<file path="config.mk">
export PLATFORM = sky130hd
export DESIGN_NAME = alu_share_ctrl
export DESIGN_NICKNAME = d
export VERILOG_FILES = /design/src/rtl/alu_pkg.sv /design/src/rtl/alu_core.sv /design/src/rtl/alu_share_ctrl.sv
export SDC_FILE = /design/constraint.sdc
export NUM_CORES = 1
export LEC_CHECK = 0
export BUFFER_PORTS_ARGS = -buffer_cell sky130_fd_sc_hd__buf_2
export CORE_MARGIN = 2
export CORE_UTILIZATION = 45
export CTS_CLUSTER_SIZE = 8
export DETAILED_ROUTE_END_ITERATION = 12
export PLACE_DENSITY_LB_ADDON = 0.05
export SYNTH_ARGS = -nofsm -noshare
export SYNTH_HDL_FRONTEND = slang
export SYNTH_HIERARCHICAL = 1
export SYNTH_SLANG_ARGS = --single-unit
</file>
<file path="constraint.sdc">
create_clock -name clk -period 4.1 [get_ports clk]
set_input_delay 0.205 -clock clk [delete_from_list [all_inputs] [get_ports clk]]
set_output_delay 0.205 -clock clk [all_outputs]
set_load 0.05 [all_outputs]
</file>
<file path="src/rtl/alu_pkg.sv">
// alu_pkg: shared opcodes, FSM encoding and datapath widths for the shared ALU controller.
package alu_pkg;
    localparam int OPND_W = 4;
    localparam int RES_W  = 8;
    localparam logic [1:0] OP_ADD = 2'b00;
    localparam logic [1:0] OP_SUB = 2'b01;
    localparam logic [1:0] OP_AND = 2'b10;
    localparam logic [1:0] OP_OR  = 2'b11;
    typedef enum logic [1:0] {IDLE = 2'd0, EXEC = 2'd1, RESP = 2'd2} state_t;
endpackage

</file>
<file path="src/rtl/alu_core.sv">
// alu_core: combinational 4-bit ALU with zero-extended operands and 8-bit results.
module alu_core
    import alu_pkg::*;
(
    input  logic [1:0]        op,
    input  logic [OPND_W-1:0] a,
    input  logic [OPND_W-1:0] b,
    output logic [RES_W-1:0]  y
);
    logic [RES_W-1:0] a8, b8;
    assign a8 = {{(RES_W-OPND_W){1'b0}}, a};
    assign b8 = {{(RES_W-OPND_W){1'b0}}, b};
    always_comb begin
        y = (op == OP_ADD) ? a8 + b8 :
            (op == OP_SUB) ? a8 - b8 :
            (op == OP_AND) ? a8 & b8 : a8 | b8;
    end
endmodule

</file>
<file path="src/rtl/alu_share_ctrl.sv">
// alu_share_ctrl: round-robin arbiter and IDLE/EXEC/RESP sequencer sharing one alu_core
// between two requesters, with a registered result and a completed-operation counter.
module alu_share_ctrl
    import alu_pkg::*;
#(
    parameter int NUM_REQ = 2,
    parameter int CNT_W   = 8
) (
    input  logic                      clk,
    input  logic                      rst,
    input  logic [NUM_REQ-1:0]        req_valid,
    output logic [NUM_REQ-1:0]        req_ready,
    input  logic [2*NUM_REQ-1:0]      req_op,
    input  logic [OPND_W*NUM_REQ-1:0] req_a,
    input  logic [OPND_W*NUM_REQ-1:0] req_b,
    output logic                      rsp_valid,
    input  logic                      rsp_ready,
    output logic [RES_W-1:0]          rsp_data,
    output logic                      rsp_id,
    output logic                      busy,
    output logic [CNT_W-1:0]          op_count
);
    state_t            state_q, state_d;
    logic              last_grant_q, id_q, busy_q, gnt, accept;
    logic [1:0]        op_q;
    logic [OPND_W-1:0] a_q, b_q;
    logic [RES_W-1:0]  y, rsp_data_q;
    logic [CNT_W-1:0]  op_count_q;

    // Contention goes to the requester that did not win last; a lone requester always wins.
    assign gnt       = (&req_valid) ? ~last_grant_q : req_valid[1];
    assign accept    = (state_q == IDLE) && (|req_valid) && !rst;
    assign req_ready = {gnt, ~gnt} & {NUM_REQ{accept}};
    assign rsp_valid = (state_q == RESP);
    assign rsp_data  = rsp_data_q;
    assign rsp_id    = id_q;
    assign busy      = busy_q;
    assign op_count  = op_count_q;

    always_comb begin
        state_d = (state_q == IDLE) ? ((|req_valid) ? EXEC : IDLE) :
                  (state_q == EXEC) ? RESP :
                  (rsp_ready ? IDLE : RESP);
    end

    alu_core u_alu (.op(op_q), .a(a_q), .b(b_q), .y(y));

    always_ff @(posedge clk) begin
        if (rst) begin
            state_q      <= IDLE;
            last_grant_q <= 1'b1;
            id_q         <= 1'b0;
            op_q         <= 2'b00;
            a_q          <= '0;
            b_q          <= '0;
            rsp_data_q   <= '0;
            busy_q       <= 1'b0;
            op_count_q   <= '0;
        end else begin
            state_q <= state_d;
            busy_q  <= (state_d != IDLE);
            if (accept) begin
                last_grant_q <= gnt;
                id_q         <= gnt;
                op_q         <= gnt ? req_op[3:2] : req_op[1:0];
                a_q          <= gnt ? req_a[2*OPND_W-1:OPND_W] : req_a[OPND_W-1:0];
                b_q          <= gnt ? req_b[2*OPND_W-1:OPND_W] : req_b[OPND_W-1:0];
            end
            if (state_q == EXEC) rsp_data_q <= y;
            if (state_q == RESP && rsp_ready) op_count_q <= op_count_q + CNT_W'(1);
        end
    end
endmodule

</file>
==> results of run 1 <==
## layer usage
layer	vias to the layer above	wire [um]	global-route usage (%)
met1	706	1808	21.42
met4	0	68	9.184
met3	8	220	5.333
li1	783	-	-
met2	49	1753	30.94
met5	-	0	0
## cell families after synthesis
logic type	after synthesis	share of synthesized area, %
XOR/XNOR	3	1.460
adder cells (fa/ha/maj)	15	11.26
flip-flops	31	34.47
buffers and inverters	28	7.296
AND/OR/NAND/NOR	51	14.52
multiplexers	21	12.44
AO/OA/AOI/OAI	52	18.56
## cell usage in the layout, fill, tap and decap left out, types with 3 or more instances in the layout
cell / n
buf_2: 45
dfxtp_1: 31
nor2_1: 21
mux2i_1: 19
a21oi_1: 18
inv_1: 14
ha_1: 13
a211oi_1: 12
o21ai_0: 8
nand2_1: 7
clkbuf_8: 7
nand3_1: 4
nor3_1: 3
or3_1: 3
o31ai_1: 3
## report_power, final
| part | internal (W) | switching, W |
|---|---|---|
| Combinational | 0.0000981 | 0.000152 |
| Clock | 0.000153 | 0.000116 |
| Sequential | 0.000327 | 0.0000304 |
## flip-flops by register name, indices dropped and copies added (netlist names)
signal / count
a_q: 4
b_q: 4
busy: 1
last_grant_q: 1
op_count: 8
op_q: 2
rsp_data: 8
rsp_id: 1
state_q: 2
## worst paths after layout
check                                    end  depth (start not counted)    startpoint
worst max-delay path            req_ready[1]                          4    state_q[1]
worst min-delay path                  rsp_id                          3  req_valid[1]
worst max register to register   rsp_data[3]                          8        a_q[1]
worst min register to register        rsp_id                          2        rsp_id
## through the flow
step / power, W / hold slack (ns) / util, %
3_3_place_gp: 0.0005982 / 0.4586 / 53.61
6_report: 0.0008757 / 0.2172 / 56.38
3_5_place_dp: 0.0006133 / 0.4728 / 53.61
2_1_floorplan: 0.0005602 / 0.3232 / -
5_1_grt: 0.0009301 / 0.2243 / 56.38
4_1_cts: 0.0008810 / 0.2113 / 56.38
## final cells by class
class,count,area (sq um)
Tap cell,48,60.06
Sequential cell,31,620.6
Clock inverter,1,7.507
Multi-Input combinational cell,142,1049
Timing Repair Buffer,45,225.2
Inverter,14,52.55
Fill cell,358,1633
Clock buffer,7,96.34
## worst max-delay path, cell delays in order (launching register included)
cell,delay (ns)
dfxtp_1,0.39
nor2_1,0.67
nand2_1,0.24
nor3b_1,0.23
buf_2,0.29
==> impl_metrics.env, run 1 <==
export IMPL_cts_hold_buf=0
export IMPL_ys_top_cells_by_count="dfxtp_1 (31), nor2_1 (21), mux2i_1 (19)"
export IMPL_numPortBuffers=45
export IMPL_critical_path_class="register to output port"
export IMPL_slew_violations=0
export IMPL_wl_mm=3.852
export IMPL_syn_num_nets=241
export IMPL_final_cell_count_no_fill=288
export IMPL_grt_total_usage_pct=18.45
export IMPL_yosysSeqAreaShare_pct=34.47
export IMPL_slew_headroom_pct=24.99
export IMPL_drt_pass1_iter_count=4
export IMPL_grt_pass1_vias=1442
export IMPL_avgSynthCellArea_sq_um=8.958
export IMPL_final_antenna_net_count=0
export IMPL_clk_latency_ns=0.28
export IMPL_cts_resized=0
export IMPL_rsz0062_at_grt="false"
export IMPL_arrival_ns=2.11
export IMPL_worstMarginPinSlew_ns=1.116
export IMPL_netlist_top_cells_area="dfxtp_1 (34%), mux2i_1 (11%), ha_1 (9.0%), a21oi_1 (5.0%), a211oi_1 (5.0%)"
export IMPL_powerDensity_nw_per_um2=414.9
export IMPL_fp_dieH_um=67.26
export IMPL_cts_sinks=31
export IMPL_drt_wirelength_per_cell_um=13.38
export IMPL_maxCapViolations=0
export IMPL_cts_setup_buffers=0
export IMPL_hp_class="input pin to register"
export IMPL_grt_pass1_wl_mm=6.265
export IMPL_power_leakage_nw=0.9841
export IMPL_dieArea_sq_um=4523
export IMPL_vias=1546
export IMPL_tns_ns=0
export IMPL_cts_root_buffer="clkbuf_8"
export IMPL_grt_max_degree=34
export IMPL_synth_seq_cells=31
export IMPL_die_w_um=67.26
export IMPL_std_cell_rows=22
export IMPL_synth_cell_types=38
export IMPL_worstPathRequired_ns=3.89
export IMPL_synth_area_sq_um=1800
export IMPL_ys_flop_type="dfxtp_1"
export IMPL_finalSetupViolations=0
export IMPL_cts_buffers=5
export IMPL_end_kind="output port"
export IMPL_crit_fanout=14
export IMPL_gp_congestion=0.8009
export IMPL_cts_tree="yes"
export IMPL_dp_hpwl_mm=2.897
export IMPL_synth_top_area_cell="dfxtp_1"
export IMPL_synth_top_area_share_pct=34.47
export IMPL_layout_setup_ws_ns=1.781
export IMPL_diodes=0
export IMPL_preCtsSetupSlack_ns=2.079
export IMPL_drive_gt1_share_pct=24.17
export IMPL_yosysWarningCount=6
export IMPL_core_sq_um=3744
export IMPL_hold_viol_final=0
export IMPL_max_vdd_ir_drop_uv=215.0
export IMPL_max_freq_ghz=0.4312
export IMPL_async_flop_share_pct=0
export IMPL_antenna_found_initial=0
export IMPL_syn2layout_area_growth_pct=17.23
export IMPL_synth_edff_count=0
export IMPL_fin_nets=279
export IMPL_start_kind="register"
export IMPL_min_period_over_period_pct=56.56
export IMPL_htree_levels=2
export IMPL_outcome="finished clean"
export IMPL_drc=0
export IMPL_worst_r2r_setup_slack_ns=2.14
export IMPL_stdcell_area_sq_um=2111
export IMPL_vias_per_cell=5.368
export IMPL_initial_utilization_pct=48.09
export IMPL_ios=46
export IMPL_min_period_ns=2.319
export IMPL_syn_inst=201
export IMPL_dpl_cell_area_sq_um=2007
export IMPL_fin_skew_ns=0.004905
export IMPL_drtIter0Drc=46
export IMPL_yosysMostFrequentCell="dfxtp_1"
export IMPL_clk_pin_slew_ns=0.07
export IMPL_clockBufferDepth=2
export IMPL_dpl_cell_count=280
export IMPL_grt_overflow=0
Note: power is estimated with default switching activity, not from simulation.
==> run 2, diff against run 1 <==
clock period = 2.04 ns   (was 4.1 ns; I/O delays follow)
==> run 2 against run 1 <==
Cell count increased by 1.4%. Critical endpoint is now rsp_data[2]. Largest power group unchanged. Setup slack got worse by 1.6 ns. Sequential power increased by 100%.
==> impl_metrics.env, run 2 (same netlist as run 1, synthesis figures left out) <==
export IMPL_setup_worst_path_start="a_q[0]"
export IMPL_dpl_cell_count=284
export IMPL_cts_sinks=31
export IMPL_start_kind="register"
export IMPL_drtIter0Drc=81
export IMPL_slew_violations=0
export IMPL_layout_commonest_cell="buf_2"
export IMPL_p_comb_share_pct=29.4
export IMPL_gp_congestion=0.7890
export IMPL_max_freq_ghz=0.5279
export IMPL_wl_met3_um=238
export IMPL_worst_r2r_setup_slack_ns=0.15
export IMPL_grt_max_degree=34
export IMPL_final_core_util_pct=57.52
export IMPL_grt_pass1_wl_mm=6.306
export IMPL_preCtsSetupSlack_ns=0.1424
export IMPL_met1_length_mm=1.726
export IMPL_worstMarginPinSlew_ns=0.6063
export IMPL_stdcell_area_sq_um=2153
export IMPL_hp_class="input pin to register"
export IMPL_slew_headroom_pct=59.58
export IMPL_numPortBuffers=45
export IMPL_die_w_um=67.26
export IMPL_htree_levels=2
export IMPL_reg2reg_to="rsp_data[2]"
export IMPL_num_fill_cells=352
export IMPL_power_leakage_nw=1.004
export IMPL_clock_power_share_pct=30.3
export IMPL_dpl_cell_area_sq_um=2047
export IMPL_critical_path_class="register to register"
export IMPL_outcome="finished clean"
export IMPL_core_sq_um=3744
export IMPL_intPower_w=0.001175
export IMPL_cts_tree="yes"
export IMPL_grt_pass1_vias=1435
export IMPL_min_period_ns=1.894
export IMPL_diodes=0
export IMPL_fp_dieH_um=67.26
export IMPL_finalSetupViolations=0
export IMPL_tns_ns=0
export IMPL_crit_fanout=3
export IMPL_cts_root_buffer="clkbuf_8"
export IMPL_min_from="rsp_ready"
export IMPL_cts_hold_buf=0
export IMPL_wl_mm=3.862
export IMPL_antenna_found_initial=0
export IMPL_cts_setup_buffers=0
export IMPL_max_vdd_ir_drop_uv=389.0
export IMPL_fin_nets=283
export IMPL_fin_skew_ns=0.004896
export IMPL_clk_pin_slew_ns=0.07
export IMPL_clockBufferDepth=2
export IMPL_ios=46
export IMPL_syn2layout_area_growth_pct=19.60
export IMPL_clk_latency_ns=0.28
export IMPL_powerDensity_nw_per_um2=824.2
export IMPL_sequentialPowerShare_pct=40.3
export IMPL_drt_pass1_iter_count=4
export IMPL_maxCapViolations=0
export IMPL_arrival_ns=2.04
export IMPL_ff2ff_path_depth=9
export IMPL_crit_end="rsp_data[2]"
export IMPL_regToRegStartpoint="a_q[0]"
export IMPL_rsz0062_at_grt="false"
export IMPL_final_antenna_net_count=0
export IMPL_cts_buffers=5
export IMPL_std_cell_rows=22
export IMPL_drive_gt1_share_pct=26.64
export IMPL_grt_total_usage_pct=18.73
export IMPL_route_met2_wl_mm=1.816
export IMPL_worstPathRequired_ns=2.18
export IMPL_initial_utilization_pct=48.09
export IMPL_hold_viol_final=0
export IMPL_final_cell_mix="buf_2 (45), dfxtp_1 (31), nor2_1 (21)"
export IMPL_dieArea_sq_um=4523
export IMPL_drc=0
export IMPL_final_cell_count_no_fill=292
export IMPL_min_period_over_period_pct=92.87
export IMPL_vias_per_cell=5.421
export IMPL_grt_overflow=0
export IMPL_drt_wirelength_per_cell_um=13.23
export IMPL_end_kind="register"
export IMPL_switching_share_pct=33.81
export IMPL_routed_top_layer="met4"
export IMPL_cts_resized=0
export IMPL_dp_hpwl_mm=2.839
export IMPL_layout_setup_ws_ns=0.1455
export IMPL_vias=1583
export IMPL_power_switching_w=0.0006001
-- run 2: changes by cell type in the layout (fill, tap and decap cells not counted) --
cell     before  now
nor3_2        0    1
nor3b_1       1    0
ha_2          0    1
ha_1         13   12
nor3b_2       0    1
nor3_1        3    2
buf_4         0    4
-- run 2: how the worst min path moves through the flow --
| stage | slack [ns] | cells after the start | to |
|---|---|---|---|
| 4_1_cts | 0.08 | 2 | state_q[1] |
| 3_5_place_dp | 0.38 | 2 | state_q[1] |
| 3_3_place_gp | 0.38 | 2 | state_q[1] |
| 5_1_grt | 0.11 | 2 | state_q[1] |
| 2_1_floorplan | 0.22 | 1 | state_q[1] |
| 6_report | 0.09 | 2 | state_q[1] |
-- run 2: layer usage --
metal	up-vias	track usage, %
met2	67	32.18
met5	-	0
met4	0	9.439
li1	793	-
met3	10	4.500
met1	713	21.64
-- run 2: per-stage QoR --
step / hold WS (ns) / power (W)
4_1_cts: 0.08494 / 0.001784
6_report: 0.09202 / 0.001775
3_5_place_dp: 0.3827 / 0.001246
2_1_floorplan: 0.2202 / 0.001129
3_3_place_gp: 0.3817 / 0.001223
5_1_grt: 0.1067 / 0.001881
-- run 2: layout make-up --
class	count	area [sq um]	share of cell area [%]
multi-input combinational	142	1061	49.27
sequential	31	620.6	28.82
timing repair buffer	49	255.2	11.85
clock buffer	7	96.34	4.474
tap	48	60.06	2.789
inverter	14	52.55	2.440
clock inverter	1	7.507	0.3486
-- run 2: power groups by stage --
stage          clock [W]  combinational (W)  sequential [W]
2_1_floorplan          0           0.000362        0.000767
3_3_place_gp           0           0.000499        0.000724
3_5_place_dp           0           0.000518        0.000727
4_1_cts         0.000550           0.000520        0.000714
5_1_grt         0.000582           0.000575        0.000723
6_report        0.000538           0.000523        0.000714
-- run 2: critical path, cell delays in order, from the launching register on --
cell and delay, ns:
dfxtp_1 0.36, inv_1 0.07, ha_1 0.24, fa_1 0.42, nand2_1 0.10, o21ai_0 0.11, xnor2_1 0.17, o21ai_0 0.10
mux2i_1 0.14, nor2_1 0.06
==> run 3, diff against run 2 <==
==> constraint.sdc (replaced) <==
create_clock -name clk -period 2.04 [get_ports clk]
set_input_delay 0 -clock clk [delete_from_list [all_inputs] [get_ports clk]]
set_output_delay 0 -clock clk [all_outputs]
set_load 0.05 [all_outputs]
==> run 3 against run 2 <==
Final area increased by 0.76%. Global-route usage decreased by 0.74 points. Largest cell class unchanged. Critical path depth unchanged. Largest power group unchanged. Sequential share of layout area decreased by 0.22 points. Wire length decreased by 1.9%. Setup slack improved by 0.020 ns. Worst hold slack got worse by 0.040 ns. Total power decreased by 0.87%.
==> impl_metrics.env, run 3 (same netlist as run 1, synthesis figures left out) <==
export IMPL_outcome="finished clean"
export IMPL_holdPathStages=3
export IMPL_fp_dieH_um=67.26
export IMPL_grt_pass1_wl_mm=6.072
export IMPL_vias_per_cell=5.347
export IMPL_wl_mm=3.789
export IMPL_clockBufferDepth=2
export IMPL_antenna_found_initial=0
export IMPL_dieArea_sq_um=4523
export IMPL_final_antenna_net_count=0
export IMPL_min_period_over_period_pct=91.89
export IMPL_slew_headroom_pct=59.42
export IMPL_tns_ns=0
export IMPL_syn2layout_area_growth_pct=20.50
export IMPL_drive_gt1_share_pct=26.02
export IMPL_fin_nets=285
export IMPL_arrival_ns=2.03
export IMPL_initial_utilization_pct=48.09
export IMPL_cp_num_cells=9
export IMPL_worstMarginPinSlew_ns=0.6088
export IMPL_layout_setup_ws_ns=0.1654
export IMPL_diodes=0
export IMPL_fin_skew_ns=0.004146
export IMPL_hold_viol_final=0
export IMPL_gp_congestion=0.7831
export IMPL_grt_overflow=0
export IMPL_cts_tree="yes"
export IMPL_clk_latency_ns=0.29
export IMPL_maxCapViolations=0
export IMPL_dp_hpwl_mm=2.670
export IMPL_clock_power_share_pct=30.0
export IMPL_power_switching_w=0.0005819
export IMPL_drt_wirelength_per_cell_um=12.89
export IMPL_ios=46
export IMPL_p_comb_share_pct=29.4
export IMPL_end_kind="register"
export IMPL_regToRegStartpoint="a_q[0]"
export IMPL_vias=1572
export IMPL_crit_path_cell_trace="inv_1 > ha_1 > fa_1 > nor2_1 > nor2_1 > o21bai_1 > a221oi_1 > mux2i_1 > nor2_1"
export IMPL_numPortBuffers=45
export IMPL_grt_pass1_vias=1414
export IMPL_powerDensity_nw_per_um2=810.9
export IMPL_critPathSlowestCell="fa_1"
export IMPL_intPower_w=0.001177
export IMPL_std_cell_rows=22
export IMPL_worstPathRequired_ns=2.19
export IMPL_cts_root_buffer="clkbuf_8"
export IMPL_grt_total_usage_pct=17.99
export IMPL_preCtsSetupSlack_ns=0.1573
export IMPL_power_leakage_nw=1.013
export IMPL_max_stage_delay_ns=0.40
export IMPL_drt_pass1_iter_count=4
export IMPL_rsz0062_at_grt="false"
export IMPL_crit_fanout=3
export IMPL_final_core_util_pct=57.95
export IMPL_ff2ff_path_depth=9
export IMPL_max_vdd_ir_drop_uv=397.3
export IMPL_die_w_um=67.26
export IMPL_max_freq_ghz=0.5335
export IMPL_critical_path_class="register to register"
export IMPL_finalSetupViolations=0
export IMPL_crit_buf_inv=1
export IMPL_hp_class="input pin to register"
export IMPL_slew_violations=0
export IMPL_drtIter0Drc=77
export IMPL_htree_levels=2
export IMPL_layout_commonest_cell="buf_2"
export IMPL_core_sq_um=3744
export IMPL_clk_pin_slew_ns=0.06
export IMPL_start_kind="register"
export IMPL_switching_share_pct=33.08
export IMPL_min_period_ns=1.875
export IMPL_grt_max_degree=34
export IMPL_min_from="req_b[2]"
export IMPL_critical_path_top_delay_family="adder cells"
export IMPL_cts_buffers=5
export IMPL_final_cell_mix="buf_2 (45), dfxtp_1 (31), nor2_1 (21)"
export IMPL_sequentialPowerShare_pct=40.6
export IMPL_drc=0
export IMPL_setup_worst_path_start="a_q[0]"
export IMPL_cts_sinks=31
export IMPL_crit_top_cell="nor2_1"
run 3: cell types whose count changed in the layout (fill, tap and decap cells not counted), sizes merged:
cell / delta
dlygate4sd3: +2
clkbuf: +1
clkinvlp: -1
run 3: final timing paths:
kind | to | slack (ns)
setup / recovery | rsp_data[4] | 0.17
hold / removal | b_q[2] | 0.05
setup reg to reg | rsp_data[4] | 0.17
hold reg to reg | rsp_id | 0.47
run 3: cell type report:
class                           count  area, sq um
Tap cell                           48        60.06
Inverter                           14        52.55
Clock buffer                        8        100.1
Fill cell                         356         1574
Timing Repair Buffer               51        275.3
Multi-Input combinational cell    142         1061
Sequential cell                    31        620.6
run 3: stage by stage:
| step | cells | total power (W) | hold WS [ns] | area (sq um) |
|---|---|---|---|---|
| after floorplan | 201 | 0.001129 | 0.1182 | 1810 |
| after global placement | 284 | 0.001222 | 0.2785 | 2047 |
| after detailed placement | 284 | 0.001238 | 0.2885 | 2047 |
| after CTS | 294 | 0.001773 | 0.05470 | 2167 |
| after global routing | 294 | 0.001880 | 0.07689 | 2170 |
| final | 294 | 0.001759 | 0.05208 | 2170 |
run 3: repair_timing:
item,CTS,global route
setup endpoints to repair,0,1
hold buffers,2,0
hold endpoints to repair,2,0
setup buffers,0,0
gates resized for setup,0,2
run 3: power by group through the flow:
stage                     logic, W  clock network [W]  registers [W]
final                     0.000517           0.000528       0.000714
after global routing      0.000570           0.000585       0.000724
after CTS                 0.000516           0.000543       0.000714
after detailed placement  0.000511                  0       0.000727
after global placement    0.000499                  0       0.000723
after floorplan           0.000362                  0       0.000767
run 3: per-layer routing:
layer | share of wire, % | vias to the layer above | track usage, %
li1 | - | 802 | -
met1 | 48 | 706 | 21.81
met2 | 44 | 56 | 29.70
met3 | 6.5 | 8 | 4.000
met4 | 2.0 | 0 | 9.439
met5 | 0 | - | 0
run 3: worst register-to-register path: stages, from the launching register on:
cell	delay, ns
dfxtp_1	0.35
inv_1	0.07
ha_1	0.25
fa_1	0.40
nor2_1	0.11
nor2_1	0.05
o21bai_1	0.18
a221oi_1	0.12
mux2i_1	0.16
nor2_1	0.05
